File: src/rtl/nubus_ad_drive_seq.sv
// nubus_ad_drive_seq: NuBus AD byte-lane enable sequencer (req_valid/req_ready/req_data/req_lanes/abort in; ad_out/lane_oe_n to bus switches; done/aborted/busy status); define NUBUS_AD_PARK_EN to park ad_out low while idle
module nubus_ad_drive_seq #(
  parameter int SETUP_CYC = 1,
  parameter int DRIVE_CYC = 2,
  parameter int GUARD_CYC = 1
) (
  input  logic        sys_clk,
  input  logic        sys_rst,
  input  logic        req_valid,
  output logic        req_ready,
  input  logic [31:0] req_data,
  input  logic [3:0]  req_lanes,
  input  logic        abort,
  output logic [31:0] ad_out,
  output logic [3:0]  lane_oe_n,
  output logic        done,
  output logic        aborted,
  output logic        busy
);
  typedef enum logic [1:0] {IDLE, SETUP, DRIVE, GUARD} state_t;
  localparam logic [3:0] SET = 4'(SETUP_CYC - 1);
  localparam logic [3:0] DRV = 4'(DRIVE_CYC - 1);
  localparam logic [3:0] GRD = GUARD_CYC == 0 ? 4'd0 : 4'(GUARD_CYC - 1);
  localparam state_t REL = GUARD_CYC == 0 ? IDLE : GUARD;
  state_t state, state_nx;
  logic [3:0] cnt, cnt_nx, lanes, lanes_nx, oe_nx;
  logic [31:0] ad_nx;
  logic done_nx, aborted_nx, ready_nx;
  always_comb begin
    state_nx = state;
    cnt_nx = cnt;
    lanes_nx = lanes;
    ad_nx = ad_out;
    oe_nx = lane_oe_n;
    done_nx = 1'b0;
    aborted_nx = 1'b0;
    case (state)
      IDLE: if (req_valid && req_ready) begin
        ad_nx = req_data;
        lanes_nx = req_lanes;
        cnt_nx = SET;
        state_nx = SETUP;
      end
      SETUP: if (abort) begin
        oe_nx = 4'hF;
        aborted_nx = 1'b1;
        cnt_nx = GRD;
        state_nx = REL;
      end else if (cnt == 4'd0) begin
        oe_nx = ~lanes;
        cnt_nx = DRV;
        state_nx = DRIVE;
      end else cnt_nx = cnt - 4'd1;
      DRIVE: if (abort || cnt == 4'd0) begin
        oe_nx = 4'hF;
        aborted_nx = abort;
        done_nx = !abort;
        cnt_nx = GRD;
        state_nx = REL;
      end else cnt_nx = cnt - 4'd1;
      default: if (cnt == 4'd0) state_nx = IDLE;
        else cnt_nx = cnt - 4'd1;
    endcase
`ifdef NUBUS_AD_PARK_EN
    ad_nx = (state_nx == IDLE && (state == DRIVE || state == GUARD)) ? 32'd0 : ad_nx;
`endif
    ready_nx = state_nx == IDLE && !abort;
  end
  always_ff @(posedge sys_clk or posedge sys_rst)
    if (sys_rst) begin
      state <= IDLE;
      cnt <= 4'd0;
      lanes <= 4'd0;
      ad_out <= 32'd0;
      lane_oe_n <= 4'hF;
      done <= 1'b0;
      aborted <= 1'b0;
      req_ready <= 1'b0;
      busy <= 1'b0;
    end else begin
      state <= state_nx;
      cnt <= cnt_nx;
      lanes <= lanes_nx;
      ad_out <= ad_nx;
      lane_oe_n <= oe_nx;
      done <= done_nx;
      aborted <= aborted_nx;
      req_ready <= ready_nx;
      busy <= state_nx != IDLE;
    end
endmodule

File: config.mk
export PLATFORM = sky130hd
export DESIGN_NAME = nubus_ad_drive_seq
export DESIGN_NICKNAME = d
export VERILOG_FILES = /design/src/rtl/nubus_ad_drive_seq.sv
export SDC_FILE = /design/constraint.sdc
export NUM_CORES = 1
export LEC_CHECK = 0
export ABC_AREA = 1
export CAP_MARGIN = 20
export CORE_MARGIN = 3
export CORE_UTILIZATION = 44
export DETAILED_ROUTE_END_ITERATION = 10
export GPL_TIMING_DRIVEN = 0
export PLACE_DENSITY = 0.77
export RECOVER_POWER = 50
export SLEW_MARGIN = 20
export SYNTH_ARGS = -nofsm -noshare
export SYNTH_HDL_FRONTEND = slang
export SYNTH_SLANG_ARGS = --single-unit
File: constraint.sdc
create_clock -name sys_clk -period 2.4 [get_ports sys_clk]
set_clock_uncertainty 0.2 [all_clocks]
set_input_delay 0.24 -clock sys_clk [delete_from_list [all_inputs] [get_ports sys_clk]]
set_output_delay 0.24 -clock sys_clk [all_outputs]
set_load 0.05 [all_outputs]
==> summary by stage, run 1 <==
Critical path
The data required time of the worst path is 1.96 ns. The slowest library cell on the worst path is sky130_fd_sc_hd__clkdlybuf4s50_1. The largest stage delay on the critical path is 0.82 ns. Traced cell by cell, the critical path runs through clkdlybuf4s50_1. The setup path with the least slack is of type register to output port. The critical path startpoint category is a register. STA classifies the critical path endpoint as an output port. The number of buffers and inverters on the critical path is 1. The data arrival time at the worst-slack endpoint is 1.67 ns. The gate family responsible for the most delay along the worst path is buffers and inverters. Of all nets on the critical path, the largest fanout is 2.

Floorplanning
The standard-cell row count is 25. The number of top-level pins is 80. Measured along the x axis, the die boundary spans 77.1 microns. The total die area is 5950 sq um. The floorplan core area is 4820 sq um. The floorplan die height is 77.1 microns. For this configuration, the core starts out at a cell density of 0.462.

Global routing
The number of antenna violations at the first check in global routing came to 0. The number of global-route vias before repair is 1,833. Entering global routing, the biggest net connects 36 pins.

The total overflow left after global routing is 0. The first global-routing pass estimated 8.37 mm of wire. In the global route stage, overall resource usage came out at 0.176.

Pwr
Total power for the finished layout comes to 4.79 mW. The internal portion of the total power is 2.43 mW. Of the total power, registers draw 0.302. The switching power is 2.36 mW. The analysis attributes to cell leakage a power of 1.59 nW. The relative contribution of combinational cells to total power is 0.582. Across the VDD grid, the largest voltage drop is 0.620 mV. The power share of the clock group is 0.115. Of the total power, the share spent switching nets is 0.493.

The areal power density over the cells is 1520 nW/um^2.

Clock tree
The number of setup buffers added after CTS is 0. The buffer levels on the longest clock path is 2. After clock tree synthesis, the flow added hold-fix buffers numbering 0. The number of sinks driven by the clock tree is 50. TritonCTS built the clock tree. After clock tree synthesis, the clock-pin slew on the worst setup and hold paths is 0.09 ns. The CTS root buffer is sky130_fd_sc_hd__clkbuf_8. The number of buffers inserted during clock tree synthesis is 5. The number of H-tree levels is 2. The clock reaches the later pin of the worst-skew pair after 0.31 ns. The quantity of gates resized following cts is 0.

Final layout
The antenna cell count is 0. The share of post-route cells with drive strength above 1 is 0.0843. The number of fillers in the final layout is 453.

Compared with the post-synthesis result, the final layout area differs by 42.0%. The final cell count without fillers is 411. The net count of the finished layout is 388.

Yosys
The number of synthesized flops with an enable pin is 0. The number of warnings issued by yosys is 0. The distinct cell type count after synthesis is 24. The proportion of netlist area held by the largest area contributor is 0.517.

The cell area that synthesis handed to floorplanning was 2220 sq um. In the synthesized netlist, the cells that appear most often are 134 x sky130_fd_sc_hd__nand2_1, 46 x sky130_fd_sc_hd__dfrtp_1, 12 x sky130_fd_sc_hd__inv_1, 12 x sky130_fd_sc_hd__nor2_1, 6 x sky130_fd_sc_hd__nor2_2. The library cell with the largest summed area after synthesis is sky130_fd_sc_hd__dfrtp_1. The most instantiated flip-flop cell in the synthesis netlist is sky130_fd_sc_hd__dfrtp_1.

After synthesis, the share of flip-flops with an asynchronous set or reset is 1.00. The cell count after synthesis came out at 256. The number of nets handed over by synthesis was 301.

The most common cell in the synthesized netlist is sky130_fd_sc_hd__nand2_1. The proportion of synthesized chip area in sequential cells is 0.565. The average size of a mapped cell is 8.69 sq um. The synthesized flop and latch total is 50. By area the synthesized netlist is led by sky130_fd_sc_hd__dfrtp_1 52%, sky130_fd_sc_hd__nand2_1 23%, sky130_fd_sc_hd__dfstp_2 4.7%, sky130_fd_sc_hd__ha_1 2.8%, sky130_fd_sc_hd__buf_6 2.0%.

STA
The final hold violation count is 0. Static timing analysis puts the maximum clock frequency at 473 MHz. The count of final setup violators is 0. The clock period minus worst slack is 2.11 ns. The transition time at the pin with the least slew margin is 0.856 ns.

Setup repair after global routing left no endpoint under its margin. Summed over all failing endpoints, the final setup total negative slack is 0 ns. The final worst-path cycle share is 0.881.

Headroom to the max-slew limit came out at 0.429. The final-report max-slew violation count is 0.

Place
At the end of routability-driven placement, the weighted congestion stood at 0.887. After detailed placement, the design holds a cell count of 403. The sum of net half-perimeters after detailed placement is 3.63 mm.

Buffers placed on the I/O ports in this run total 79.

Route
In this run, the number of DRC markers left after iteration 0 of detailed routing was 95. Once detail routing completed, the nets flagged for antenna violations numbered 0. The number of iterations in the first detailed-routing pass is 4. The amount of wire on met3 after detailed routing is 255 microns. In the routed design, unresolved DRC markers number 0. For this block, the via count after detailed routing is 1,877. The total routed wirelength is 4.90 mm. The detailed-route wire length per cell is 11.9 microns. The via density per instance is 4.57. Signal routing reaches up to met4.

The met1 wire length is 2.02 mm. The detailed route wirelength on metal2 is 2.54 mm.

Hold path
The type of the worst min-delay path is input pin to async pin.

Outcome
The run finished with clean final reports.

Run
Across the run, the number of max-cap violations was 0.
==> layout make-up <==
class / count / area [sq um] / share of cell area
flip-flops and latches: 50 / 1260 / 0.398
multi-input cells: 182 / 798 / 0.253
repair buffers: 80 / 796 / 0.252
clock buffers: 7 / 96.3 / 0.0305
well taps: 67 / 83.8 / 0.0265
inverters: 17 / 66.3 / 0.0210
plain buffers: 7 / 52.6 / 0.0166
clock inverters: 1 / 8.76 / 0.00277
==> stage by stage <==
stage / hold slack [ns] / util / setup WS (ns) / cell area, sq um
after floorplan: 0.100 / - / 0.744 / 2220
after detailed placement: 0.217 / 0.648 / 0.605 / 3120
final: 0.230 / 0.656 / 0.285 / 3160
after global placement: 0.207 / 0.643 / -0.180 / 3100
after CTS: 0.0163 / 0.669 / 0.268 / 3220
after global routing: 0.235 / 0.656 / 0.210 / 3160
==> power by group through the flow <==
stage	clock network [mW]	logic (mW)	registers (mW)
2_1_floorplan	0	0.978	2.50
3_3_place_gp	0	2.87	1.45
3_5_place_dp	0	2.91	1.46
4_1_cts	0.573	2.92	1.46
5_1_grt	0.607	3.02	1.50
6_report	0.552	2.79	1.45
==> layer usage <==
layer	GRT usage	up-vias
met3	0.0493	6
met4	0.0641	0
li1	-	950
met1	0.205	877
met2	0.308	44
met5	0	-
==> logic make-up (layout without fill, tap and decap cells) <==
family | Yosys count | after routing | share of synthesized area
compound gates | 11 | 11 | 0.0326
simple gates | 166 | 166 | 0.314
fa+ha+maj | 5 | 5 | 0.0281
buf+inv | 24 | 112 | 0.0602
flops | 50 | 50 | 0.565
==> registers in the layout (all words and copies together), names as in the netlist <==
register / flops
ad_out: 32
cnt: 4
lane_oe_n: 4
lanes: 4
state: 2
aborted: 1
busy: 1
done: 1
req_ready: 1
==> path summary, 6_finish.rpt <==
check                             start      endpoint  slack (ns)  cells past startpoint
max                        lane_oe_n[1]  lane_oe_n[1]        0.29                      1
min                             sys_rst     ad_out[4]        0.23                      2
max reg2reg                    state[0]        cnt[2]        0.39                     10
min reg2reg                    lanes[1]  lane_oe_n[1]        0.23                      1
max in group asynchronous       sys_rst    ad_out[19]        0.53                      3
min in group sys_clk           lanes[1]  lane_oe_n[1]        0.23                      1
==> placed cells by master, fill, tap and decap left out, drive strengths merged <==
master	count
dfrtp	46
inv	17
o21ai	5
nand2	138
nor2	21
dlygate4sd3	2
nand4	2
dfstp	4
buf	5
clkinv	1
o22ai	1
a21oi	1
clkdlybuf4s50	77
clkbuf	10
or2	1
ha	5
nand3b	1
nand3	3
a31oi	4
Note: power is estimated with default switching activity, not from simulation.
==> inputs of run 2 (changes only) <==
CORE_UTILIZATION = 46   (was 44)
CTS_BUF_LIST = sky130_fd_sc_hd__clkbuf_2 sky130_fd_sc_hd__clkbuf_4 sky130_fd_sc_hd__clkbuf_8   (was default)
PLACE_DENSITY = 0.8   (was 0.77)
==> summary by stage, run 2 (synthesis results as in run 1) <==
Critical path
The gate family responsible for the most delay along the worst path is buffers and inverters. Among all stages on the critical path, the largest delay is contributed by sky130_fd_sc_hd__clkdlybuf4s50_1. The data required time of the worst path is 1.96 ns.

On the worst path, the slowest cell contributes a delay of 0.80 ns. STA classifies the critical path startpoint as a register. The signal on the critical path passes through clkdlybuf4s50_1. The kind of end point of the critical path is an output port. The data arrival time at the worst-slack endpoint is 1.64 ns. The critical path is of the register to output port type.

Together, buffers and inverters on the worst path number 1. The maximum fanout along the worst path is 2.

Floorplanning
The starting utilization of the core area is 0.494. The standard-cell row count is 24. The floorplan step defined a core boundary enclosing 4500 sq um. The total die area is 5710 sq um. The number of top-level pins is 80. The die is 75.5 microns tall. The die is 75.5 microns wide.

Global routing
For this run, the total global-route usage over all layers was measured as 0.187. The pin count of the biggest net entering global routing is 35. The number of antenna violations at the first check in global routing is 0. The number of global-route vias before repair came to 1,781.

The first-pass GRT wire length is 7.98 mm. The remaining global-route overflow is 0.

Final layout
Of the cells placed in the final design, the portion with a size suffix greater than 1 is 0.0814. The synthesis-to-finish area growth is 40.6%. Ranked by flip-flop count, first place goes to ad_out. The final-stage net count is 388.

The layout has 394 filler cells. The final cell count without fillers is 396. The number of flip-flops in the largest register is 32. The antenna cell count is 0.

In the layout the commonest cells are 136 x sky130_fd_sc_hd__nand2_1, 77 x sky130_fd_sc_hd__clkdlybuf4s50_1, 46 x sky130_fd_sc_hd__dfrtp_1. The most common cell after layout, fill and taps aside is sky130_fd_sc_hd__nand2_1.

Route
Using the TritonRoute via totals, the vias-per-cell ratio works out to 4.66. The number of violations reported at the end of detailed-routing iteration 0 is 126. The number of iterations in the first detailed-routing pass is 4. The final routed DRC violation total is 0.

The detailed-route wire length per cell is 12.6 microns. Across all layers, the routed design uses 1,845 vias. For this block, the routed nets add up to 4.99 mm of wire.

The remaining antenna violation count after routing is 0.

Place
Prior to clock tree synthesis, the placed netlist has a worst setup slack of 0.558 ns. The congestion estimate from routability-driven global placement came to 0.801. Input and output buffers added on the ports amount to 79. After detailed placement, the design holds a cell count of 388.

Summed over all nets, the half-perimeter wirelength after detailed placement is 3.74 mm.

Clock tree
In this run the deepest clock path goes through 2 buffers. The number of sinks driven by the clock tree is 50. The post-CTS setup-driven buffer insertion count is 0.

Post-CTS repair changed the size of 0 cells. The later-pin clock latency in the skew report is 0.30 ns. The clock slew at the register clock pins of the worst setup and hold paths is 0.09 ns. The H-tree was split into 2 levels. The clock tree from TritonCTS is yes.

The number of hold-repair buffers added at the cts stage is 0. The number of buffers inserted during clock tree synthesis is 5. The CTS root buffer is sky130_fd_sc_hd__clkbuf_8.

Pwr
Of the total power, the clock network draws 0.110. The share of total power dissipated in sequential elements is 0.305. The switching share of total power is 0.493. For this design the ratio of total power to cell area is 1520 nW/um^2. Internal power comes to 2.41 mW. The analysis attributes to cell leakage a power of 1.59 nW. The switching power is 2.34 mW. Of the total power, combinational logic draws 0.585. IR analysis of the VDD net gives a maximum drop of 0.721 mV.

STA
The smallest clock period supported by the final layout is computed as 2.08 ns. The final worst-path cycle share is 0.866. The final hold violation count came to 0. On the final layout, the worst hold slack is 0.215 ns.

Once routing completed, OpenROAD measured the worst setup slack at 0.321 ns. The final-report max-slew violation count was 0. Static timing analysis puts the maximum clock frequency at 481 MHz.

Headroom to the max-slew limit came out at 0.454. The transition time at the pin with the least slew margin is 0.818 ns. Setup repair after global routing left no endpoint under its margin.

The count of final setup violators is 0.

Outcome
The flow ran to the end, and the final reports show no timing, DRC or antenna violations.

Run
The max-cap check violation count is 0.

Hold path
The tightest min-delay check is of the register to register type.
run 2: changes by cell type in the layout (fill, tap and decap cells not counted), sizes merged:
cell / previous run / this run
inv: 17 / 16
buf: 5 / 7
clkbuf: 10 / 9
run 2: layout make-up:
class	count	area, sq um	area share
Timing Repair Buffer	80	796	0.254
Buffer	7	67.6	0.0216
Multi-Input combinational cell	182	779	0.249
Tap cell	52	65.1	0.0208
Sequential cell	50	1260	0.402
Clock buffer	8	97.6	0.0312
Inverter	17	66.3	0.0212
run 2: final timing paths:
path                       slack (ns)  cells past startpoint            to    startpoint
max                              0.32                      1  lane_oe_n[0]  lane_oe_n[0]
min                              0.22                      1  lane_oe_n[2]      lanes[2]
max reg2reg                      0.37                      9        cnt[2]      state[1]
min reg2reg                      0.22                      1  lane_oe_n[2]      lanes[2]
max in group asynchronous        0.53                      3    ad_out[24]       sys_rst
min in group asynchronous        0.25                      2    ad_out[16]       sys_rst
run 2: per-layer routing:
metal | wire length, microns | up-vias | GRT usage
met1 | 2060 | 849 | 0.225
li1 | - | 948 | -
met5 | 0 | - | 0
met4 | 75 | 0 | 0.0583
met3 | 245 | 5 | 0.0528
met2 | 2610 | 43 | 0.326
run 2: through the flow:
stage | cell area, sq um | utilization | total power [mW] | TNS [ns]
6_report | 3130 | 0.694 | 4.75 | 0
5_1_grt | 3130 | 0.694 | 5.07 | 0
4_1_cts | 3200 | 0.710 | 4.95 | 0
3_5_place_dp | 3100 | 0.688 | 4.40 | 0
3_3_place_gp | 3080 | 0.684 | 4.32 | -8.61
2_1_floorplan | 2220 | - | 3.48 | 0
run 2: power by group through the flow:
stage          combinational [mW]  sequential (mW)  clock, mW
2_1_floorplan               0.978             2.50          0
3_3_place_gp                 2.87             1.45          0
3_5_place_dp                 2.94             1.46          0
4_1_cts                      2.95             1.45      0.546
5_1_grt                      2.99             1.50      0.583
6_report                     2.78             1.45      0.523
==> inputs of run 3 (changes only) <==
ABC_CLOCK_PERIOD_IN_PS = 2400   (was default)
CORE_ASPECT_RATIO = 0.6   (was default)
==> summary by stage, run 3 (synthesis results as in run 1) <==
Clock tree
The number of H-tree levels is 2. The later-pin clock latency in the skew report is 0.29 ns. The quantity of gates resized following cts is 0. CTS saw 50 sinks.

The buffer levels on the longest clock path is 2. The CTS root buffer is sky130_fd_sc_hd__clkbuf_8. The number of clock buffers added by TritonCTS is 5. Post-CTS timing repair inserted 0 buffers for setup. The number of hold-repair buffers added at the cts stage is 0. The clock slew at the register clock pins of the worst setup and hold paths is 0.09 ns. The clock tree from TritonCTS is yes.

STA
The worst-case headroom to the max-slew limit is 0.485. Dividing the final minimum period by the clock period gives 0.870. The maximum clock frequency is 479 MHz. Setup repair after global routing left no endpoint under its margin. The setup slack of the critical path after layout is 0.311 ns. The final hold violation count is 0. Setup violations remaining at the end of the flow were counted as 0.

The clock period minus worst slack is 2.09 ns. The final-report max-slew violation count is 0. For the pin with the worst max-slew slack, the measured transition is 0.772 ns.

Pwr
The leakage power is 1.61 nW. The areal power density over the cells is 1540 nW/um^2. The total power is 4.88 mW. IR analysis of the VDD net gives a maximum drop of 1.09 mV.

Global routing
The first global-routing pass estimated 8.07 mm of wire. The total overflow left after global routing is 0. The pin count of the biggest net entering global routing is 33.

The aggregate global-route resource usage is 0.184. The number of global-route vias before repair is 1,811. The number of antenna violations at the first check in global routing was 0.

Place
Buffers placed on the I/O ports in this run total 79. Prior to clock tree synthesis, the placed netlist has a worst setup slack of 0.496 ns. The sum of net half-perimeters after detailed placement is 3.92 mm.

The congestion estimate from routability-driven global placement came to 0.821.

Hold path
The type of the worst min-delay path is register to register. The worst hold path begins at lanes[2].

Outcome
The flow ran to the end, and the final reports show no timing, DRC or antenna violations.

Route
After detailed routing, the average wire length per cell comes to 12.5 microns. Once detail routing completed, the nets flagged for antenna violations numbered 0. In this run, the number of DRC markers left after iteration 0 of detailed routing was 80. In the routed layout, each cell is associated on average with a via count of 4.62. The number of iterations in the first detailed-routing pass is 4.

The routed design has 5.03 mm of wire. After detailed routing, the number of remaining DRC violations is 0. Detailed routing inserted a total of 1,867 vias.

Run
Max-cap violations in this run came to 0.

Floorplanning
The floorplan core area is 4370 sq um. The floorplan die height is 59.9 microns. The total die area is 5730 sq um.

For this configuration, the core starts out at a cell density of 0.509. The standard-cell row count is 18. For this design the top-level I/O count stands at 80. In this run the horizontal extent of the chip is 95.8 microns.

Final layout
In the layout the commonest cells are 135 x sky130_fd_sc_hd__nand2_1, 76 x sky130_fd_sc_hd__clkdlybuf4s50_1, 46 x sky130_fd_sc_hd__dfrtp_1. The share of post-route cells with drive strength above 1 is 0.0930. The number of fillers in the final layout is 333. In the final layout, flip-flops and latches occupy 1260 sq um. The area growth from synthesis to layout is 42.7%. The end-of-flow core utilization is 0.727. The final-stage net count is 388.

In the final layout, the multi-input gates occupy 801 sq um. Counting flops per register, the top entry is ad_out. The number of flip-flops in the largest register is 32.

The number of antenna diodes in the final layout is 0. The most common cell after layout, fill and taps aside is sky130_fd_sc_hd__nand2_1.

Critical path
The beginning of the worst register-to-register path is state[0]. Along the worst path, the maximum fanout reaches 7. The kind of end point of the critical path is a register. The critical setup path kind is register to register. The data arrival time at the worst-slack endpoint is 2.07 ns. The data required time of the worst path is 2.38 ns. The timing startpoint of the critical path is state[0]. The worst setup path is launched from a register.
run 3: cell types whose count changed in the layout (fill, tap and decap cells not counted), sizes merged:
cell and delta:
bufinv +1, clkbuf -1, inv +1, clkdlybuf4s50 -1, clkinv -1, dlygate4sd3 +1
run 3: final cells by class:
class | count | share of cell area
Sequential cell | 50 | 0.396
Multi-Input combinational cell | 182 | 0.252
Timing Repair Buffer | 80 | 0.251
Clock buffer | 7 | 0.0264
Tap cell | 60 | 0.0236
Buffer | 7 | 0.0213
Inverter | 17 | 0.0209
Clock inverter | 1 | 0.00946
run 3: worst paths after layout:
path,end,slack [ns],cells after the start
worst max-delay path,cnt[2],0.31,10
worst min-delay path,lane_oe_n[2],0.23,1
worst max register to register,cnt[2],0.31,10
worst min register to register,lane_oe_n[2],0.23,1
max in group asynchronous,cnt[2],0.50,3
min in group asynchronous,ad_out[28],0.28,2
run 3: metal layers:
metal	wire (microns)	vias to the layer above	part of all wire	track usage
met5	0	-	0	0
li1	-	953	-	-
met1	2250	850	0.45	0.234
met3	545	5	0.11	0.0868
met2	2210	59	0.44	0.288
met4	35	0	0.0070	0.0466
run 3: power by group:
| group | switching, mW | total [mW] | internal (mW) |
|---|---|---|---|
| Clock | 0.255 | 0.589 | 0.335 |
| Combinational | 1.90 | 2.84 | 0.932 |
| Sequential | 0.209 | 1.45 | 1.24 |
run 3: through the flow:
step                      area, sq um  hold WS, ns  setup TNS, ns  std cells
after floorplan                  2220        0.100              0        256
after global placement           3090        0.205          -8.08        395
after detailed placement         3110        0.214              0        396
after CTS                        3220       0.0546              0        404
after global routing             3180        0.252              0        404
final                            3180        0.225              0        404
run 3: critical path, cell delays in order, from the launching register on:
cell                      delay [ns]
sky130_fd_sc_hd__dfrtp_1        0.41
sky130_fd_sc_hd__inv_1          0.08
sky130_fd_sc_hd__ha_1           0.28
sky130_fd_sc_hd__nor2_1         0.38
sky130_fd_sc_hd__nand2_4        0.07
sky130_fd_sc_hd__nor2_1         0.29
sky130_fd_sc_hd__nor2_8         0.07
sky130_fd_sc_hd__nand2_1        0.06
sky130_fd_sc_hd__nand2_1        0.05
sky130_fd_sc_hd__nand2_1        0.06
sky130_fd_sc_hd__nor2_2         0.03
